===== src/rtl/fan_offtimer_ctrl.sv =====
// Fan auto-off timer: select pulse rings through presets, BCD MM:SS
// countdown with pause, and a one-cycle timeout pulse on expiry.
module fan_offtimer_ctrl #(
    parameter int TICK_DIV    = 100_000_000,
    parameter int NUM_PRESETS = 4,
    parameter int STEP_MIN    = 10
) (
    input  logic                   clk,
    input  logic                   reset_p,
    input  logic                   sel_pulse,
    input  logic                   hold,
    output logic [2:0]             preset_idx,
    output logic [NUM_PRESETS-2:0] led_bar,
    output logic [15:0]            time_bcd,
    output logic                   running,
    output logic                   timeout
);

    localparam int PW = $clog2(TICK_DIV);
    localparam logic [PW-1:0] PRE_TOP = PW'(TICK_DIV - 1);
    localparam logic [2:0] IDX_LAST = 3'(NUM_PRESETS - 1);

    typedef enum logic [1:0] {IDLE, RUN, PAUSE} state_t;

    state_t        state;
    logic [PW-1:0] prescaler;
    logic [2:0]    idx_next;

    assign idx_next = (preset_idx == IDX_LAST) ? 3'd0 : preset_idx + 3'd1;

    function automatic logic [NUM_PRESETS-2:0] therm(input logic [2:0] k);
        logic [NUM_PRESETS-2:0] t;
        t = '0;
        for (int i = 0; i < NUM_PRESETS - 1; i++)
            t[i] = (i < int'(k));
        return t;
    endfunction

    function automatic logic [15:0] preset_time(input logic [2:0] k);
        int m;
        m = int'(k) * STEP_MIN;
        return {4'(m / 10), 4'(m % 10), 8'h00};
    endfunction

    // Ripple borrow through sec1 -> sec10 -> min1 -> min10.
    function automatic logic [15:0] bcd_dec(input logic [15:0] t);
        logic [3:0] m10, m1, s10, s1;
        {m10, m1, s10, s1} = t;
        if (s1 != 4'd0) begin
            s1 = s1 - 4'd1;
        end else begin
            s1 = 4'd9;
            if (s10 != 4'd0) begin
                s10 = s10 - 4'd1;
            end else begin
                s10 = 4'd5;
                if (m1 != 4'd0) begin
                    m1 = m1 - 4'd1;
                end else begin
                    m1  = 4'd9;
                    m10 = m10 - 4'd1;
                end
            end
        end
        return {m10, m1, s10, s1};
    endfunction

    always_ff @(posedge clk) begin
        if (reset_p) begin
            state      <= IDLE;
            prescaler  <= '0;
            preset_idx <= 3'd0;
            led_bar    <= '0;
            time_bcd   <= 16'h0000;
            running    <= 1'b0;
            timeout    <= 1'b0;
        end else begin
            timeout <= 1'b0;
            // A select pulse overrides any tick or expiry on the same edge.
            if (sel_pulse) begin
                preset_idx <= idx_next;
                led_bar    <= therm(idx_next);
                time_bcd   <= preset_time(idx_next);
                prescaler  <= '0;
                if (idx_next == 3'd0) begin
                    state   <= IDLE;
                    running <= 1'b0;
                end else if (hold) begin
                    state   <= PAUSE;
                    running <= 1'b0;
                end else begin
                    state   <= RUN;
                    running <= 1'b1;
                end
            end else begin
                unique case (state)
                    RUN: begin
                        if (hold) begin
                            state   <= PAUSE;
                            running <= 1'b0;
                        end else if (prescaler == PRE_TOP) begin
                            prescaler <= '0;
                            if (time_bcd == 16'h0001) begin
                                time_bcd   <= 16'h0000;
                                timeout    <= 1'b1;
                                preset_idx <= 3'd0;
                                led_bar    <= '0;
                                state      <= IDLE;
                                running    <= 1'b0;
                            end else begin
                                time_bcd <= bcd_dec(time_bcd);
                            end
                        end else begin
                            prescaler <= prescaler + PW'(1);
                        end
                    end
                    PAUSE: begin
                        if (!hold) begin
                            state   <= RUN;
                            running <= 1'b1;
                        end
                    end
                    default: begin
                    end
                endcase
            end
        end
    end

endmodule


===== config.mk =====
export PLATFORM = sky130hd
export DESIGN_NAME = fan_offtimer_ctrl
export DESIGN_NICKNAME = d
export VERILOG_FILES = /design/src/rtl/fan_offtimer_ctrl.sv
export SDC_FILE = /design/constraint.sdc
export NUM_CORES = 1
export LEC_CHECK = 0
export CORE_MARGIN = 5
export CORE_UTILIZATION = 35
export DETAILED_ROUTE_END_ITERATION = 6
export DONT_BUFFER_PORTS = 1
export HOLD_SLACK_MARGIN = 0.12
export PLACE_DENSITY = 0.56
export SYNTH_ARGS = -nofsm -noshare
export SYNTH_HDL_FRONTEND = slang
export SYNTH_SLANG_ARGS = --single-unit

===== constraint.sdc =====
create_clock -name clk -period 2.3 [get_ports clk]
set_clock_uncertainty 0.1 [all_clocks]
set_input_delay 0.46 -clock clk [delete_from_list [all_inputs] [get_ports clk]]
set_output_delay 0.46 -clock clk [all_outputs]
set_load 0.02 [all_outputs]

==> impl_metrics.tcl <==
set metrics [dict create \
    gp_congestion 0.850 \
    status "finished, final reports clean" \
    met1_length_um 3130 \
    ys_warn_count 0 \
    area_growth_pct 17.7 \
    startpoint_type "register" \
    power.total_w 0.00165 \
    max-slew-margin-rel_pct 65.0 \
    top_layer "met4" \
    first_pass_iters 4 \
    layout_common_cells "52 x dfxtp_1, 45 x nor2_1, 36 x buf_4, 23 x nand2_1, 21 x inv_1" \
    fmax_mhz 449 \
    synthCells 339 \
    fin_cells 473 \
    synth_top_family_by_area "simple AND/OR/NAND/NOR gates" \
    yosys.area_share.simple_pct 31.1 \
    avgRoutedWirePerCell_um 13.9 \
    hold_path.class "in -> reg" \
    rsz0062_at_grt "true" \
    final_nets 386 \
    synth-xor-area-share_pct 8.12 \
    critPathMaxFanout 7 \
    syn_area_sq_um 2800 \
    grt_pass1_vias 2326 \
    end_kind "register" \
    place_area_sq_um 3150 \
    ys_types 49 \
    via_count 2425 \
    p_leak_nw 1.18 \
    finalCriticalPeriod_ns 2.23 \
    final_common_cell "dfxtp_1" \
    design.core.area_sq_um 7770 \
    h-tree-depth 2 \
    dr_wl_met3_um 268 \
    crit_required_ns 2.44 \
    cts.sinks 52 \
    setup_viol 0 \
    yosysTopAreaCell "dfxtp_1" \
    dr_wl_met2_um 3150 \
    synthMuxAreaShare_pct 1.07 \
    synth_seq_area_share_pct 37.1 \
    async_flop_share_pct 0 \
    synth_area_leaders "dfxtp_1 37%, nor2_1 6.0%, xnor2_1 5.6%, ha_1 5.4%, a21oi_1 3.2%" \
    die-area_sq_um 9900 \
    drv_cap 0 \
    ys_ff_latch 52 \
    start_util_pct 36.1 \
    antenna_found_initial 0 \
    post-route-period-util_pct 96.8 \
    wl_um 6590 \
    grt_usage_pct 13.3 \
    powerDensity_nw_per_um2 501 \
    synth_edf_count 0 \
    die_y_um 99.5 \
    setup_slack_ns 0.0726 \
    synth_compound_area_share_pct 12.0 \
    cts_tree "yes" \
    final_layout_size_suffix_gt1_share_pct 15.9 \
    drt_iter0_markers 78 \
    drc 0 \
    arrival_ns 2.37 \
    io_pins 28 \
    fillerInstances 807 \
    synth_nets 355 \
    worstMarginPinSlew_ns 0.524 \
    place_inst 463 \
    drtAntennaViolNets 0 \
    hold_violations 0 \
    yosys.area.top_type_share_pct 37.1 \
    place_hpwl_um 4860 \
    synth-main-ff-cell "dfxtp_1" \
    syn_area_per_cell_sq_um 8.27 \
    synthAdderAreaFrac_pct 5.71 \
    clkLatencyLatePin_ns 0.31 \
    rrSetupSlack_ns 0.07 \
    cts_made_buffers 5 \
    core.rowCount 32 \
    path_clk_slew_ns 0.09 \
    criticalPathCategory "reg -> reg" \
    cts_buffer_depth 2 \
    grt-ovfl-total 0 \
    root_buffer "clkbuf_8" \
    vias_per_cell 5.13 \
    grt_max_degree 27 \
    pre_cts_slack_ns 0.0928 \
    grt_pass1_wl_um 11000 \
    die_x_um 99.5 \
    whs_ns 0.129 \
    antenna_cells 0 \
    port_buffers 0 \
    irDropWorstVdd_v 0.000266 \
    design_area_sq_um 3300 \
    final-max-slew-violation-count 0 \
]
==> power breakdown <==
group / internal [W] / switching (W) / leakage [nW] / total [W]
Clock: 0.000323 / 0.000302 / 0.0552 / 0.000626
Combinational: 0.0000429 / 0.0000606 / 0.702 / 0.000103
Sequential: 0.000911 / 0.0000113 / 0.420 / 0.000923
==> final cells by class <==
class	count	area [sq um]	share of cell area (%)
inverters	21	78.8	2.39
clock buffers	6	72.6	2.20
flip-flops and latches	52	1040	31.6
repair buffers	38	300	9.10
multi-input cells	252	1640	49.8
well taps	102	128	3.87
clock inverters	2	35.0	1.06
==> per-layer routing <==
| metal | track usage [%] | vias to the layer above |
|---|---|---|
| met1 | 17.0 | 1126 |
| met2 | 22.6 | 29 |
| met3 | 3.30 | 4 |
| met4 | 3.36 | 0 |
| li1 | - | 1266 |
| met5 | 0 | - |
==> critical path, cell delays in order, from the launching register on <==
cell and delay (ns):
dfxtp_1 0.32, inv_1 0.10, ha_2 0.19, nor3b_4 0.33, nand4_2 0.15, a211o_1 0.35, or4_4 0.50, a21oi_2 0.13
==> cell usage after synthesis (2+ instances only) <==
cell type	count
o22ai_1	2
buf_2	5
xnor2_1	18
or4_1	2
clkbuf_1	8
nor2_1	45
xor2_1	8
o21ai_0	6
a21o_1	3
dfxtp_1	52
a22o_1	3
a211oi_1	2
and3_1	4
a31oi_1	4
inv_1	21
a21oi_1	18
nor2b_1	5
nand4_1	11
nor4_1	11
o31ai_1	3
a211o_1	2
and4b_1	2
ha_1	12
nand2b_1	2
nor4_2	2
nand3_1	14
nor3_1	12
and2_1	6
and4_1	4
nand2_1	23
or3_1	4
or2_2	2
nor3b_2	3
nor4b_1	2
mux2i_1	3
o211ai_1	2
==> path summary, 6_finish.rpt <==
| kind | startpoint | to | cells past startpoint |
|---|---|---|---|
| max | time_bcd[4] | time_bcd[7] | 7 |
| max reg2reg | time_bcd[4] | time_bcd[7] | 7 |
| min | reset_p | preset_idx[1] | 1 |
| min reg2reg | prescaler[22] | prescaler[22] | 2 |
==> state kept, by name, indices dropped and copies added (netlist names) <==
register / flops
timeout: 1
preset_idx: 3
led_bar: 3
time_bcd: 16
state: 2
prescaler: 27
==> cells by family after synthesis <==
family / count (synthesis)
buf+inv: 35
fa+ha+maj: 13
xor+xnor: 26
simple gates: 158
flops: 52
mux: 3
compound gates: 52
==> stage by stage <==
| step | TNS, ns | util (%) |
|---|---|---|
| floorplan | 0 | - |
| global placement | 0 | 40.6 |
| detailed placement | 0 | 40.6 |
| CTS | 0 | 42.1 |
| global route | -0.111 | 42.5 |
| finish | 0 | 42.5 |
==> timing repair <==
action,4_1_cts,5_1_grt
endpoints found under the hold margin,3,0
hold buffers,1,0
resized for setup,0,5
setup endpoints to repair,0,1
setup buffers,0,1
(Power assumes the default switching activity.)
